$ cat config.mk
export PLATFORM = sky130hd
export DESIGN_NAME = recon_datapath
export DESIGN_NICKNAME = d
export VERILOG_FILES = /design/src/rtl/recon_pkg.sv /design/src/rtl/recon_datapath_atan_rom.sv /design/src/rtl/recon_datapath.sv
export SDC_FILE = /design/constraint.sdc
export NUM_CORES = 1
export LEC_CHECK = 0
export CORE_AREA = 3 3 131 133
export CTS_CLUSTER_SIZE = 30
export DETAILED_ROUTE_END_ITERATION = 10
export DIE_AREA = 0 0 134 136
export GPL_TIMING_DRIVEN = 1
export HOLD_SLACK_MARGIN = 0.12
export PLACE_DENSITY = 0.78
export SETUP_SLACK_MARGIN = 0.1
export SLEW_MARGIN = 25
export SYNTH_ARGS = -nofsm -noshare
export SYNTH_HDL_FRONTEND = slang
export SYNTH_SLANG_ARGS = --single-unit
$ cat constraint.sdc
create_clock -name clk -period 19.6 [get_ports clk]
set_clock_uncertainty 0.05 [all_clocks]
set_input_delay 3.92 -clock clk [delete_from_list [all_inputs] [get_ports clk]]
set_output_delay 3.92 -clock clk [all_outputs]
set_load 0.01 [all_outputs]
$ cat src/rtl/recon_pkg.sv
// ---------------------------------------------------------------------------
// recon_pkg
//   Shared definitions for the iterative CORDIC reconfigurable datapath:
//   default word/fraction widths, mode codes, the circular gain prescale
//   constant and the first/last control-path iteration indices.
// ---------------------------------------------------------------------------
package recon_pkg;

    localparam int DEF_WIDTH = 16;
    localparam int DEF_FRAC  = 12;

    typedef enum logic [1:0] {
        MODE_LROT = 2'b00,  // linear rotation: y += x*z (multiply)
        MODE_LVEC = 2'b01,  // linear vectoring: z += y/x (divide)
        MODE_CROT = 2'b10,  // circular rotation: rotate (x,y) by z radians
        MODE_RSVD = 2'b11   // reserved, behaves as linear rotation
    } mode_e;

    // 1/K for nine circular micro-rotations, Q4.12. The datapath does not
    // compensate the gain; callers prescale x_in by this value.
    localparam int K9 = 2487;

    // Control-path iteration indices that carry micro-rotations k = i - 2.
    localparam logic [3:0] ITER_FIRST = 4'd2;
    localparam logic [3:0] ITER_LAST  = 4'd10;

    // The reserved code is folded onto linear rotation when it is latched.
    function automatic mode_e decode_mode(input logic [1:0] m);
        return (m == 2'b11) ? MODE_LROT : mode_e'(m);
    endfunction

endpackage

$ cat src/rtl/recon_datapath_atan_rom.sv
// ---------------------------------------------------------------------------
// cordic_atan_rom
//   Combinational lookup of atan(2^-k) in Q4.12 radians for k = 0..8.
//   Indices above 8 return 0 so out-of-range iterations never move Z.
// Ports
//   k    in   4      micro-rotation index
//   atan out  WIDTH  atan(2^-k), Q4.12
// ---------------------------------------------------------------------------
module cordic_atan_rom #(
    parameter int WIDTH = 16
) (
    input  logic [3:0]       k,
    output logic [WIDTH-1:0] atan
);

    always_comb begin
        atan = '0;
        case (k)
            4'd0:    atan = WIDTH'(3217);
            4'd1:    atan = WIDTH'(1899);
            4'd2:    atan = WIDTH'(1003);
            4'd3:    atan = WIDTH'(509);
            4'd4:    atan = WIDTH'(256);
            4'd5:    atan = WIDTH'(128);
            4'd6:    atan = WIDTH'(64);
            4'd7:    atan = WIDTH'(32);
            4'd8:    atan = WIDTH'(16);
            default: atan = '0;
        endcase
    end

endmodule

$ cat src/rtl/recon_datapath.sv
// ---------------------------------------------------------------------------
// recon_datapath
//   Iterative CORDIC datapath. While a register's select is low it loads its
//   operand; while high (and 2 <= i <= 10) it performs micro-rotation k = i-2.
//   When selmx falls after an iteration run, the finished X/Y/Z are copied to
//   the output bank with a one-cycle out_valid pulse, on the same edge that the
//   next frame's operands load.
// Ports
//   clk, reset            clock, synchronous active-high reset
//   selmx/selmy/selmz     per-register 0: load, 1: iterate
//   i [3:0]               iteration counter from the control path
//   mode [1:0]            00 lin-rot, 01 lin-vec, 10 circ-rot, 11 as 00
//   x_in/y_in/z_in        operands (Q4.12)
//   x_out/y_out/z_out     results, held until the next frame completes
//   out_valid             one-cycle pulse when the results update
// ---------------------------------------------------------------------------
module recon_datapath
    import recon_pkg::*;
#(
    parameter int WIDTH = DEF_WIDTH,
    parameter int FRAC  = DEF_FRAC
) (
    input  logic             clk,
    input  logic             reset,
    input  logic             selmx,
    input  logic             selmy,
    input  logic             selmz,
    input  logic [3:0]       i,
    input  logic [1:0]       mode,
    input  logic [WIDTH-1:0] x_in,
    input  logic [WIDTH-1:0] y_in,
    input  logic [WIDTH-1:0] z_in,
    output logic [WIDTH-1:0] x_out,
    output logic [WIDTH-1:0] y_out,
    output logic [WIDTH-1:0] z_out,
    output logic             out_valid
);

    // Working registers
    logic signed [WIDTH-1:0] x_q, x_d;
    logic signed [WIDTH-1:0] y_q, y_d;
    logic signed [WIDTH-1:0] z_q, z_d;
    mode_e                   mode_q, mode_d;
    // Previous-edge selmx, used to detect the end of an iteration run
    logic                    sel_dly_q, sel_dly_d;

    // Output bank
    logic [WIDTH-1:0]        x_out_q, x_out_d;
    logic [WIDTH-1:0]        y_out_q, y_out_d;
    logic [WIDTH-1:0]        z_out_q, z_out_d;
    logic                    out_valid_q, out_valid_d;

    // Iteration datapath
    logic                    iter_active;
    logic [3:0]              k_idx;
    logic [4:0]              lin_shamt;
    logic [WIDTH-1:0]        atan_val;
    logic signed [WIDTH-1:0] x_shift, y_shift;
    logic signed [WIDTH-1:0] lin_step, z_step;
    logic signed [WIDTH-1:0] x_iter, y_iter, z_iter;
    logic                    is_vec, is_circ;
    logic                    d_pos;
    logic                    frame_done;

    cordic_atan_rom #(
        .WIDTH (WIDTH)
    ) u_atan_rom (
        .k    (k_idx),
        .atan (atan_val)
    );

    always_comb begin
        iter_active = (i >= ITER_FIRST) && (i <= ITER_LAST);
        k_idx       = i - ITER_FIRST;

        // Barrel shifters; arithmetic so negative values round toward -inf
        x_shift = x_q >>> k_idx;
        y_shift = y_q >>> k_idx;

        // Linear-mode Z step is 2^-k in Q format, i.e. 1 << (FRAC-k)
        lin_shamt = 5'(FRAC) - {1'b0, k_idx};
        lin_step  = WIDTH'(1) << lin_shamt;

        is_vec  = (mode_q == MODE_LVEC);
        is_circ = (mode_q == MODE_CROT);

        // Direction from the pre-update values: vectoring drives Y toward 0,
        // rotation drives Z toward 0.
        d_pos = is_vec ? y_q[WIDTH-1] : ~z_q[WIDTH-1];

        z_step = is_circ ? $signed(atan_val) : lin_step;

        // Linear modes leave X untouched
        x_iter = x_q;
        if (is_circ) begin
            x_iter = d_pos ? (x_q - y_shift) : (x_q + y_shift);
        end
        y_iter = d_pos ? (y_q + x_shift) : (y_q - x_shift);
        z_iter = d_pos ? (z_q - z_step)  : (z_q + z_step);

        // Each register follows its own select; iterate outside 2..10 holds
        x_d = x_q;
        y_d = y_q;
        z_d = z_q;
        if (!selmx)           x_d = x_in;
        else if (iter_active) x_d = x_iter;
        if (!selmy)           y_d = y_in;
        else if (iter_active) y_d = y_iter;
        if (!selmz)           z_d = z_in;
        else if (iter_active) z_d = z_iter;

        mode_d = selmz ? mode_q : decode_mode(mode);

        // Falling selmx marks the end of a frame; capture before the reload
        sel_dly_d   = selmx;
        frame_done  = !selmx && sel_dly_q;
        out_valid_d = frame_done;
        x_out_d     = frame_done ? x_q : x_out_q;
        y_out_d     = frame_done ? y_q : y_out_q;
        z_out_d     = frame_done ? z_q : z_out_q;
    end

    always_ff @(posedge clk) begin
        if (reset) begin
            x_q         <= '0;
            y_q         <= '0;
            z_q         <= '0;
            mode_q      <= MODE_LROT;
            sel_dly_q   <= 1'b0;
            x_out_q     <= '0;
            y_out_q     <= '0;
            z_out_q     <= '0;
            out_valid_q <= 1'b0;
        end else begin
            x_q         <= x_d;
            y_q         <= y_d;
            z_q         <= z_d;
            mode_q      <= mode_d;
            sel_dly_q   <= sel_dly_d;
            x_out_q     <= x_out_d;
            y_out_q     <= y_out_d;
            z_out_q     <= z_out_d;
            out_valid_q <= out_valid_d;
        end
    end

    assign x_out     = x_out_q;
    assign y_out     = y_out_q;
    assign z_out     = z_out_q;
    assign out_valid = out_valid_q;

endmodule

== Yosys cells after proc, flatten, opt, wreduce, memory -nomap -nowiden ==
Memory sizes are Yosys's and may differ from the RTL's.
Index checks and enable logic that the tools add are counted.

* Bits in registers: 100
* Memory bits (read-only): 192
* Input port bits: 59
* Output and inout port bits: 49
* Logic and storage cells: 48
* Memories kept: 1

* Add/subtract/negate cells: 8
* Order comparisons: 2
* Equal/unequal tests: 7
* Shifts and indexed selects: 3
* Muxes and demuxes: 13
* Bitwise logic cells: 1
* Reduce and logical (&&, ||, !) cells: 4

{| class="wikitable"
|+ Memories
! name !! words !! bits a word !! rd ports !! clocked after memory_dff !! wr ports !! RTL line !! text
|-
| (name not given) || 16 || 12 || 1 || 0 || 0 || recon_datapath_atan_rom.sv:18 || <nowiki>case (k)</nowiki>
|}

{| class="wikitable"
|+ Operator list
! cell !! count
|-
| $mux W16 || 11
|-
| $add A16 B16 Y16 || 3
|-
| $sub A16 B16 Y16 || 3
|-
| $sshr A16 B4 Y16 || 2
|-
| $shl A1 B5 Y16 const A || 1
|-
| $ne A2 B1 Y1 const B || 4
|-
| $sub A4 B4 Y5 const A || 1
|-
| $eq A2 B2 Y1 const B || 2
|-
| $ge A4 B2 Y1 const B || 1
|-
| $le A4 B4 Y1 const B || 1
|-
| $sub A4 B2 Y4 const B || 1
|-
| $eq A2 B1 Y1 const B || 1
|-
| $logic_and A1 B1 Y1 || 2
|-
| $mux W2 || 1
|-
| $reduce_and A2 Y1 || 1
|-
| $logic_not A1 Y1 || 1
|-
| $mux W1 || 1
|-
| $not A1 Y1 || 1
|}

== Logic depth before layout (Yosys ltp) ==
Gate-level depths: netlist of the first run.

* Depth after elaboration: 8
* Mapped depth: 28
* Gate-level depth less buffers: 23

== Modules after synthesis ==
From an unflattened synthesis of the first run, not the netlist that was laid out.

* Cell total of the unflattened synthesis: 1,161
* Area, all modules: 8,902.3 um^2

{| class="wikitable"
|+ By module, submodules not included
! module !! instances !! cells each !! area each (um^2) !! seq. area each (um^2)
|-
| recon_datapath || 1 || 1,126 || 8,658.3 || 2,001.9
|-
| cordic_atan_rom || 1 || 35 || 244.0 || 0.0
|}

== Least setup slack after synthesis of the first run ==
No wires, ideal clock.

* Path type: input -> register
* From: input port i[1]
* To: register z_q[14]
* Library setup time: 128 ps
* Data arrival time: 9,199 ps
* Required time: 19,422 ps
* Slack: 10,223 ps
* Stages on the path: 24
* Path buffers: 5
* Cell sequence: buf_2 -> buf_4 -> buf_2 -> buf_2 -> buf_2 -> inv_1 -> ha_1 -> ha_1 -> nor4_1 -> nand2_1 -> nand2_1 -> inv_1 -> ha_1 -> o21ai_0 -> fa_1 -> a21o_1 -> a21o_1 -> a2111oi_0 -> o31ai_1 -> o41ai_1 -> o21ai_0 -> xnor2_1 -> o21ai_0 -> nor2b_1

* Word-level cells in the longest chain between the ends: 8
* Elaborated cells on any way between the ends: 14
* Those cells by class: 4 x add/sub; 2 x order compare; 1 x eq/ne; 1 x shift; 4 x mux; 1 x reduce/logical; 1 x memory

{| class="wikitable"
|+ Ends and longest elaborated chain
! element !! RTL line !! text
|-
| start, declared || recon_datapath.sv:28 || <nowiki>input logic [3:0] i,</nowiki>
|-
| $sub A4 B2 Y4 || recon_datapath.sv:74 || <nowiki>k_idx = i - ITER_FIRST;</nowiki>
|-
| $sub A4 B4 Y5 || recon_datapath.sv:81 || <nowiki>lin_shamt = 5'(FRAC) - {1'b0, k_idx};</nowiki>
|-
| $shl A1 B5 Y16 || recon_datapath.sv:82 || <nowiki>lin_step = WIDTH'(1) << lin_shamt;</nowiki>
|-
| $mux W16 || recon_datapath.sv:91 || <nowiki>z_step = is_circ ? $signed(atan_val) : lin_step;</nowiki>
|-
| $add A16 B16 Y16 or $sub A16 B16 Y16 (tied branches) || recon_datapath.sv:99 || <nowiki>z_iter = d_pos ? (z_q - z_step) : (z_q + z_step);</nowiki>
|-
| $mux W16 || recon_datapath.sv:99 ||
|-
| $mux W16 || recon_datapath.sv:110 || <nowiki>else if (iter_active) z_d = z_iter;</nowiki>
|-
| $mux W16 || recon_datapath.sv:109 || <nowiki>if (!selmz) z_d = z_in;</nowiki>
|-
| end signal, assigned || recon_datapath.sv:137 || <nowiki>z_q <= z_d;</nowiki>
|-
| end, declared || recon_datapath.sv:42 || <nowiki>logic signed [WIDTH-1:0] z_q, z_d;</nowiki>
|}

Several ways; a longest one is shown, not always the timed one. The select of a mux whose other input is x is not followed.
A chain may end at the register's enable or synchronous reset.

== Final worst setup path of the first run ==
Ends and elaborated chain as after synthesis.

==> results of run 1 <==
==> flip-flops by register name, summed over array words and instances, names as in the netlist <==
register and count:
x_out 16, x_q 16, y_out 16, y_q 16, z_out 16, z_q 16
mode_q 2, out_valid 1, sel_dly_q 1
==> metrics by stage <==
| stage | hold slack (ns) | cells |
|---|---|---|
| floorplan | 0.395 | 1145 |
| global placement | 0.391 | 1404 |
| detailed placement | 0.396 | 1404 |
| CTS | 0.406 | 1420 |
| global route | 0.418 | 1421 |
| finish | 0.405 | 1421 |
==> power groups by stage <==
stage	logic [mW]	registers, mW	clock network, mW
2_1_floorplan	0.388	0.237	0
6_report	0.489	0.250	0.180
3_3_place_gp	0.471	0.252	0
3_5_place_dp	0.480	0.252	0
4_1_cts	0.485	0.248	0.182
5_1_grt	0.545	0.250	0.190
==> cell type report <==
type	count	share of cell area, %
sequential	100	19.5
inverter	25	0.912
clock buffer	9	2.19
multi-input combinational	944	62.7
tap	216	2.63
timing repair buffer	120	11.5
clock inverter	7	0.693
==> cell usage after synthesis (8+ instances only) <==
master / n
a31oi_1: 17
o21ai_0: 60
a21o_1: 17
nand2b_1: 11
ha_1: 60
o21a_1: 13
xnor2_1: 35
a311oi_1: 12
nor2_1: 99
or3_1: 8
a22oi_1: 9
mux2i_1: 29
xor2_1: 37
a211oi_1: 23
o211ai_1: 16
inv_1: 25
nand2_1: 198
a21oi_1: 112
nand3_1: 20
nor2b_1: 12
clkbuf_1: 53
nor3_1: 20
mux4_2: 26
buf_1: 9
dfxtp_1: 100
==> logic make-up after synthesis <==
kind of cell | share of synthesized area [%]
simple gates | 20.7
compound gates | 24.3
buf+inv | 4.90
flops | 22.6
xor+xnor | 7.50
fa+ha+maj | 9.17
mux | 10.8
==> worst min-delay path, stage by stage, from the launching register on <==
cell     delay [ns]
dfxtp_1        0.31
nand2_1        0.05
a21oi_1        0.05
==> worst paths after layout <==
| kind | startpoint | end | slack (ns) | depth (start not counted) |
|---|---|---|---|---|
| worst max-delay path | i[1] | z_q[14]$_SDFFE_PP0P_ | 9.61 | 21 |
| worst min-delay path | z_out[13]$_SDFFE_PP0P_ | z_out[13]$_SDFFE_PP0P_ | 0.40 | 2 |
| worst max register to register | mode_q[0]$_SDFFE_PP0N_ | z_q[14]$_SDFFE_PP0P_ | 14.43 | 18 |
| worst min register to register | z_out[13]$_SDFFE_PP0P_ | z_out[13]$_SDFFE_PP0P_ | 0.40 | 2 |
==> metal layers <==
metal	up-vias	track usage, %	wire length [µm]
met1	4031	36.2	10900
li1	4248	-	-
met5	-	0	0
met2	345	46.4	12100
met3	57	4.74	1810
met4	0	9.66	849
==> impl_results.md, run 1 <==
- Area of the multi-input gates: between 6000 and 7000 µm²
- Primary flip-flop cell chosen by synthesis mapping: dfxtp_1
- Internal Power: between 500 and 600 µW
- Count of unresolved DRC violations after routing: 0
- Clock root buffer: clkbuf_16
- Worst slew pin tran: 1.01 ns
- FF+latch count, synth: 100
- Antenna diode count: 0
- Sequential fraction of the synthesis area: 22.6%
- Headroom to the max-slew limit: 32.4%
- Post-CTS setup-driven buffer insertion count: 0
- Post-route fraction of the period consumed by the critical path: ~51%
- Largest net degree at the start of global routing: 96
- Antenna violations before repair: 0
- Type of the worst setup path: in2reg
- Aggregate global-route resource usage: between 20% and 30%
- Vias in the first global route: 8018
- Most common cell after layout, fill and taps aside: nand2_1
- Routed via count: just under 9000
- Number of cell rows: 46
- Number of hold buffers added after cts: 0
- Share of the core filled with cells: 64.6%
- Chip width: approximately 130 µm
- Reported leakage power: between 3 and 4 nW
- Detailed placer's ending HPWL: around 19000 µm
- Switching part of the total: 42.6%
- Top cell type's share of synthesized area: 22.6%
- Post-Synthesis Mean Instance Area: between 7 and 8 µm²
- Die Height: 136 µm
- Wire length of the first global-routing pass: a little over 40000 µm
- Syn Inst Count: approximately 1100
- VDD IR max: 45.2 µV
- Leading post-synthesis cells by cell area: dfxtp_1, ha_1, nand2_1
- Peak Freq: ~0.10 GHz
- Slowest library cell on the worst path: ha_1
- Maximum root-to-sink buffer count: 2
- Buf+Inv Stages, Crit Path: 4
- Unique masters post-synth: 77
- Kind of end point of the critical path: flop
- Max-cap violations: 0
- Die area: between 15000 and 20000 µm²
- Syn Std Cell Area: just under 9000 µm²
- Gates resized, CTS repair: 0
- Number of levels the H-tree was split into: 3
- Detailed-route wire length per cell: 18.1 µm
- Post-placement setup slack: between 9 and 10 ns
- Endpoints failing hold: 0
- Total design power: 919 µW
- Data required, critical path: between 15 and 20 ns
- Clock network fraction of total power: approximately a fifth
- Final GP Congestion: around 0.94
- Worst hold path class: reg2reg
- Number of nets still failing antenna checks after routing: 0
- Core Area: roughly 16000 µm²
- Count of pins on the block boundary: 108
- Worst-path clk slew: roughly 0.07 ns
- Drt first-iter violations: 904
- Part of the total power dissipated in combinational logic: a little over half
- CTS sink count: 100
- Outcome: finished, final reports clean
- Largest stage delay on the critical path: between 0.7 and 0.8 ns
- Final-report max-slew violation count: 0
- Sequential cell area: approximately 2000 µm²
- P&R area growth vs syn: 16.4%
- Net Count, Synth: around 1300
- Commonest cells after routing, fill and taps aside: nand2_1, a21oi_1, clkdlybuf4s50_1
- Worst path setup slack after routing: between 9 and 10 ns
- Number of synthesized flops with an enable pin: 0
- Startpoint type of the worst setup path: input pin
- Finished layout cell area: roughly 10000 µm²
- Detail-routed via count per cell: a little over 6
- Synth area leader: dfxtp_1
- Setup TNS: 0 ns
- Shortest clock period the worst path allows after layout: roughly 10 ns
- Warning count from the yosys run: 0
- Clock latency reported for the late side of the worst-skew pair: ~0.36 ns
- Kind of cell adding the most delay to the critical path: compound AO/OA/AOI/OAI gates
- Share of total power in sequential cells: between 20 and 30%
- Port buffer count: between 100 and 150
- Power density relative to cell area: roughly 90 nW/µm²
- Starting density of the core: approximately 55%
- Nets: 1322
- Clock buffers created by TritonCTS: 9
- Maximum fanout along the worst path: 57
- Grt total ovfl: 0
- Number of detailed-routing iterations run before antenna repair: 6
- TritonCTS clock tree: built
- Cell area reported after detailed placement: approximately 10000 µm²
- Number of fill cells: between 1000 and 1500
- Endpoints failing setup: 0
- Share of cells above drive strength 1: under 10%
- Net switching component of the power: 391 µW
- Unrepaired setup endpoints after global routing: false
- Asr flop ratio synth: 0%
- Post-detailed-routing wire length: ~26000 µm
- Worst EP arrival: just over 10 ns
- Ordered cell list for the critical path: buf_2 -> buf_4 -> inv_1 -> ha_1 -> ha_1 -> nor4_1 -> nand2_1 -> nand2_1 -> inv_1 -> ha_1 -> o21ai_0 -> fa_1 -> a21o_1 -> a21o_1 -> a2111oi_0 -> o31ai_1 -> o41ai_1 -> o21ai_0 -> xnor2_1 -> o21ai_0 -> nor2b_1
(Power assumes the default switching activity.)
==> run 2, diff against run 1 <==
--- a/config.mk
+++ b/config.mk
@@ -5,13 +5,13 @@
 export SDC_FILE = /design/constraint.sdc
 export NUM_CORES = 1
 export LEC_CHECK = 0
-export CORE_AREA = 3 3 131 133
+export CORE_AREA = 3 3 135 137
 export CTS_CLUSTER_SIZE = 30
 export DETAILED_ROUTE_END_ITERATION = 10
-export DIE_AREA = 0 0 134 136
+export DIE_AREA = 0 0 138 140
 export GPL_TIMING_DRIVEN = 1
 export HOLD_SLACK_MARGIN = 0.12
-export PLACE_DENSITY = 0.78
+export PLACE_DENSITY = 0.77
 export SETUP_SLACK_MARGIN = 0.1
 export SLEW_MARGIN = 25
 export SYNTH_ARGS = -nofsm -noshare
==> constraint.sdc (replaced) <==
create_clock -name clk -period 8.49 [get_ports clk]
set_clock_uncertainty 0.05 [all_clocks]
set_input_delay 1.698 -clock clk [delete_from_list [all_inputs] [get_ports clk]]
set_output_delay 1.698 -clock clk [all_outputs]
set_load 0.01 [all_outputs]
==> impl_results.md, run 2 (synthesis results as in run 1) <==
- Outcome: finished, final reports clean (unchanged)
- Slowest library cell on the worst path: a2111oi_0 (was ha_1)
- Grt total ovfl: 0 (unchanged)
- Post-CTS setup-driven buffer insertion count: 0 (unchanged)
- Sequential cell area: 2000 µm² (unchanged)
- Antenna diode count: 0 (unchanged)
- Ordered cell list for the critical path: clkdlybuf4s50_1 -> inv_1 -> ha_1 -> xnor2_4 -> buf_4 -> nand3_1 -> a2bb2oi_1 -> ha_1 -> o21ai_0 -> fa_1 -> a21o_1 -> a21o_1 -> a2111oi_0 -> o31ai_1 -> o41ai_1 -> o21ai_0 -> xnor2_1 -> o21ai_0 -> nor2b_1 (was buf_2 -> buf_4 -> inv_1 -> ha_1 -> ha_1 -> nor4_1 -> nand2_1 -> nand2_1 -> inv_1 -> ha_1 -> o21ai_0 -> fa_1 -> a21o_1 -> a21o_1 -> a2111oi_0 -> o31ai_1 -> o41ai_1 -> o21ai_0 -> xnor2_1 -> o21ai_0 -> nor2b_1)
- Port buffer count: 107 (unchanged)
- Number of detailed-routing iterations run before antenna repair: 5 (was 6)
- Wire length of the first global-routing pass: 41000 µm (was 41100 µm)
- Worst slew pin tran: 0.985 ns (was 1.01 ns)
- Post-detailed-routing wire length: 25500 µm (was 25700 µm)
- Finished layout cell area: 10300 µm² (about the same)
- Number of fill cells: 1586 (was 1438)
- Launch point of the worst hold path: z_out[14]$_SDFFE_PP0P_ (was z_out[13]$_SDFFE_PP0P_)
- Peak Freq: approximately 0.14 GHz
- Detailed placer's ending HPWL: 18400 µm (was 18600 µm)
- Die Height: 140 µm (was 136 µm)
- Data required, critical path: 8.69 ns (was 19.76 ns)
- Cell area reported after detailed placement: 9980 µm² (was 9950 µm²)
- Launching instance or port of the critical path: i[2] (was i[1])
- VDD IR max: 113 µV (was 45.2 µV)
- Nets: 1324 (was 1322)
- Antenna violations before repair: 0 (unchanged)
- Setup TNS: 0 ns (unchanged)
- Power density relative to cell area: 207 nW/µm² (was 89.3 nW/µm²)
- Max-cap violations: 0 (unchanged)
- Detail-routed via count per cell: 6.17 (was 6.11)
- Endpoints failing setup: 0 (unchanged)
- Area of the multi-input gates: 6440 µm² (was 6450 µm²)
- Final GP Congestion: 1.01 (was 0.942)
- Clock latency reported for the late side of the worst-skew pair: 0.37 ns (was 0.36 ns)
- Final-report max-slew violation count: 0 (unchanged)
- Launch point of the worst reg-to-reg path: y_q[15]$_SDFFE_PP0P_ (was mode_q[0]$_SDFFE_PP0N_)
- Post-route fraction of the period consumed by the critical path: a little under nine tenths
- Clock buffers created by TritonCTS: 9 (unchanged)
- Chip width: 138 µm (was 134 µm)
- Number of hold buffers added after cts: 0 (unchanged)
- Largest stage delay on the critical path: 0.69 ns (was 0.74 ns)
- Reported leakage power: 3.91 nW (about the same)
- Worst path setup slack after routing: 1.26 ns (was 9.61 ns)
- Gates resized, CTS repair: 0 (unchanged)
- Endpoints failing hold: 0 (unchanged)
- Count of pins on the block boundary: 108 (unchanged)
- CTS sink count: 100 (unchanged)
- Number of standard cells in the final layout excluding fillers: 1432 (was 1421)
- Kind of end point of the critical path: flop (unchanged)
- TritonCTS clock tree: built (unchanged)
- Maximum root-to-sink buffer count: 2 (unchanged)
- Count of unresolved DRC violations after routing: 0 (unchanged)
- Share of cells above drive strength 1: 7.62% (was 7.47%)
- Routed via count: 8841 (was 8681)
- Total design power: 2.13 mW (was 919 µW)
- Placed cell count: 1415 (was 1404)
- Startpoint type of the worst setup path: input pin (unchanged)
- Core Area: 17200 µm² (was 15900 µm²)
- Unrepaired setup endpoints after global routing: false (unchanged)
- Commonest cells after routing, fill and taps aside: nand2_1, a21oi_1, clkdlybuf4s50_1 (unchanged)
- Aggregate global-route resource usage: 25.2% (was 27.7%)
- Drt first-iter violations: 989 (was 904)
- Kind of cell adding the most delay to the critical path: compound AO/OA/AOI/OAI gates (unchanged)
- Buf+Inv Stages, Crit Path: 3 (was 4)
- Worst-path clk slew: 0.08 ns (was 0.07 ns)
- Post-placement setup slack: 1.06 ns (was 9.33 ns)
- Share of the core filled with cells: 60.0% (was 64.6%)
- Number of nets still failing antenna checks after routing: 0 (unchanged)
- Number of cell rows: 48 (was 46)
- Fin Hold WS: 0.403 ns (was 0.405 ns)
- Most frequent cell on the critical path: o21ai_0
- Largest net degree at the start of global routing: 71 (was 96)
- Maximum fanout along the worst path: 24 (was 57)
- Vias in the first global route: 8222 (was 8018)
- Die area: 19300 µm² (was 18200 µm²)
- Worst EP arrival: 7.43 ns (was 10.15 ns)
- P&R area growth vs syn: 16.6% (was 16.4%)
- Type of the worst setup path: in2reg (unchanged)
- Shortest clock period the worst path allows after layout: between 7 and 8 ns
- Most common cell after layout, fill and taps aside: nand2_1 (unchanged)
- Detailed-route wire length per cell: 17.8 µm (was 18.1 µm)
- Worst hold path class: reg2reg (unchanged)
- Starting density of the core: 51.5% (was 55.5%)
- Headroom to the max-slew limit: 34.3% (was 32.4%)
- Number of levels the H-tree was split into: 3 (unchanged)
- Clock root buffer: clkbuf_16 (unchanged)
run 2: cell types whose count changed in the layout (fill, tap and decap cells not counted), sizes merged:
cell,before,now
clkinv,4,3
buf,16,18
inv,27,28
run 2: final timing paths:
| path | slack (ns) | to | depth (start not counted) |
|---|---|---|---|
| max | 1.26 | z_q[14]$_SDFFE_PP0P_ | 19 |
| min reg2reg | 0.40 | z_out[14]$_SDFFE_PP0P_ | 2 |
| min | 0.40 | z_out[14]$_SDFFE_PP0P_ | 2 |
| max reg2reg | 3.26 | x_q[14]$_SDFFE_PP0P_ | 16 |
run 2: worst reg2reg max path: stages (launching register included):
cell	delay [ns]
dfxtp_1	0.55
mux4_2	0.67
mux2_4	0.30
a222oi_1	0.56
ha_1	0.30
nor2_1	0.07
xor2_1	0.15
ha_1	0.33
a21o_1	0.20
a21o_1	0.22
a2111oi_0	0.76
a211o_1	0.24
a31oi_1	0.13
a31oi_1	0.23
xnor2_1	0.16
nand3_1	0.10
a21oi_1	0.16
run 2: per-layer routing:
| metal | up-vias | track usage, % | share of wire [%] |
|---|---|---|---|
| met3 | 88 | 3.28 | 5.7 |
| met1 | 4166 | 32.8 | 43 |
| met5 | - | 0 | 0 |
| met2 | 345 | 42.2 | 47 |
| li1 | 4242 | - | - |
| met4 | 0 | 10.8 | 4.2 |
run 2: power breakdown:
| part | internal (mW) | total, mW | leakage (nW) | switching (mW) |
|---|---|---|---|---|
| Combinational | 0.508 | 1.13 | 2.95 | 0.621 |
| Sequential | 0.505 | 0.577 | 0.820 | 0.0723 |
| Clock | 0.210 | 0.429 | 0.146 | 0.219 |
run 2: final cells by class:
type / count / share of cell area [%]
well taps: 225 / 2.73
flip-flops and latches: 100 / 19.4
inverters: 25 / 0.910
clock buffers: 9 / 2.18
repair buffers: 122 / 11.5
multi-input cells: 944 / 62.5
clock inverters: 7 / 0.777
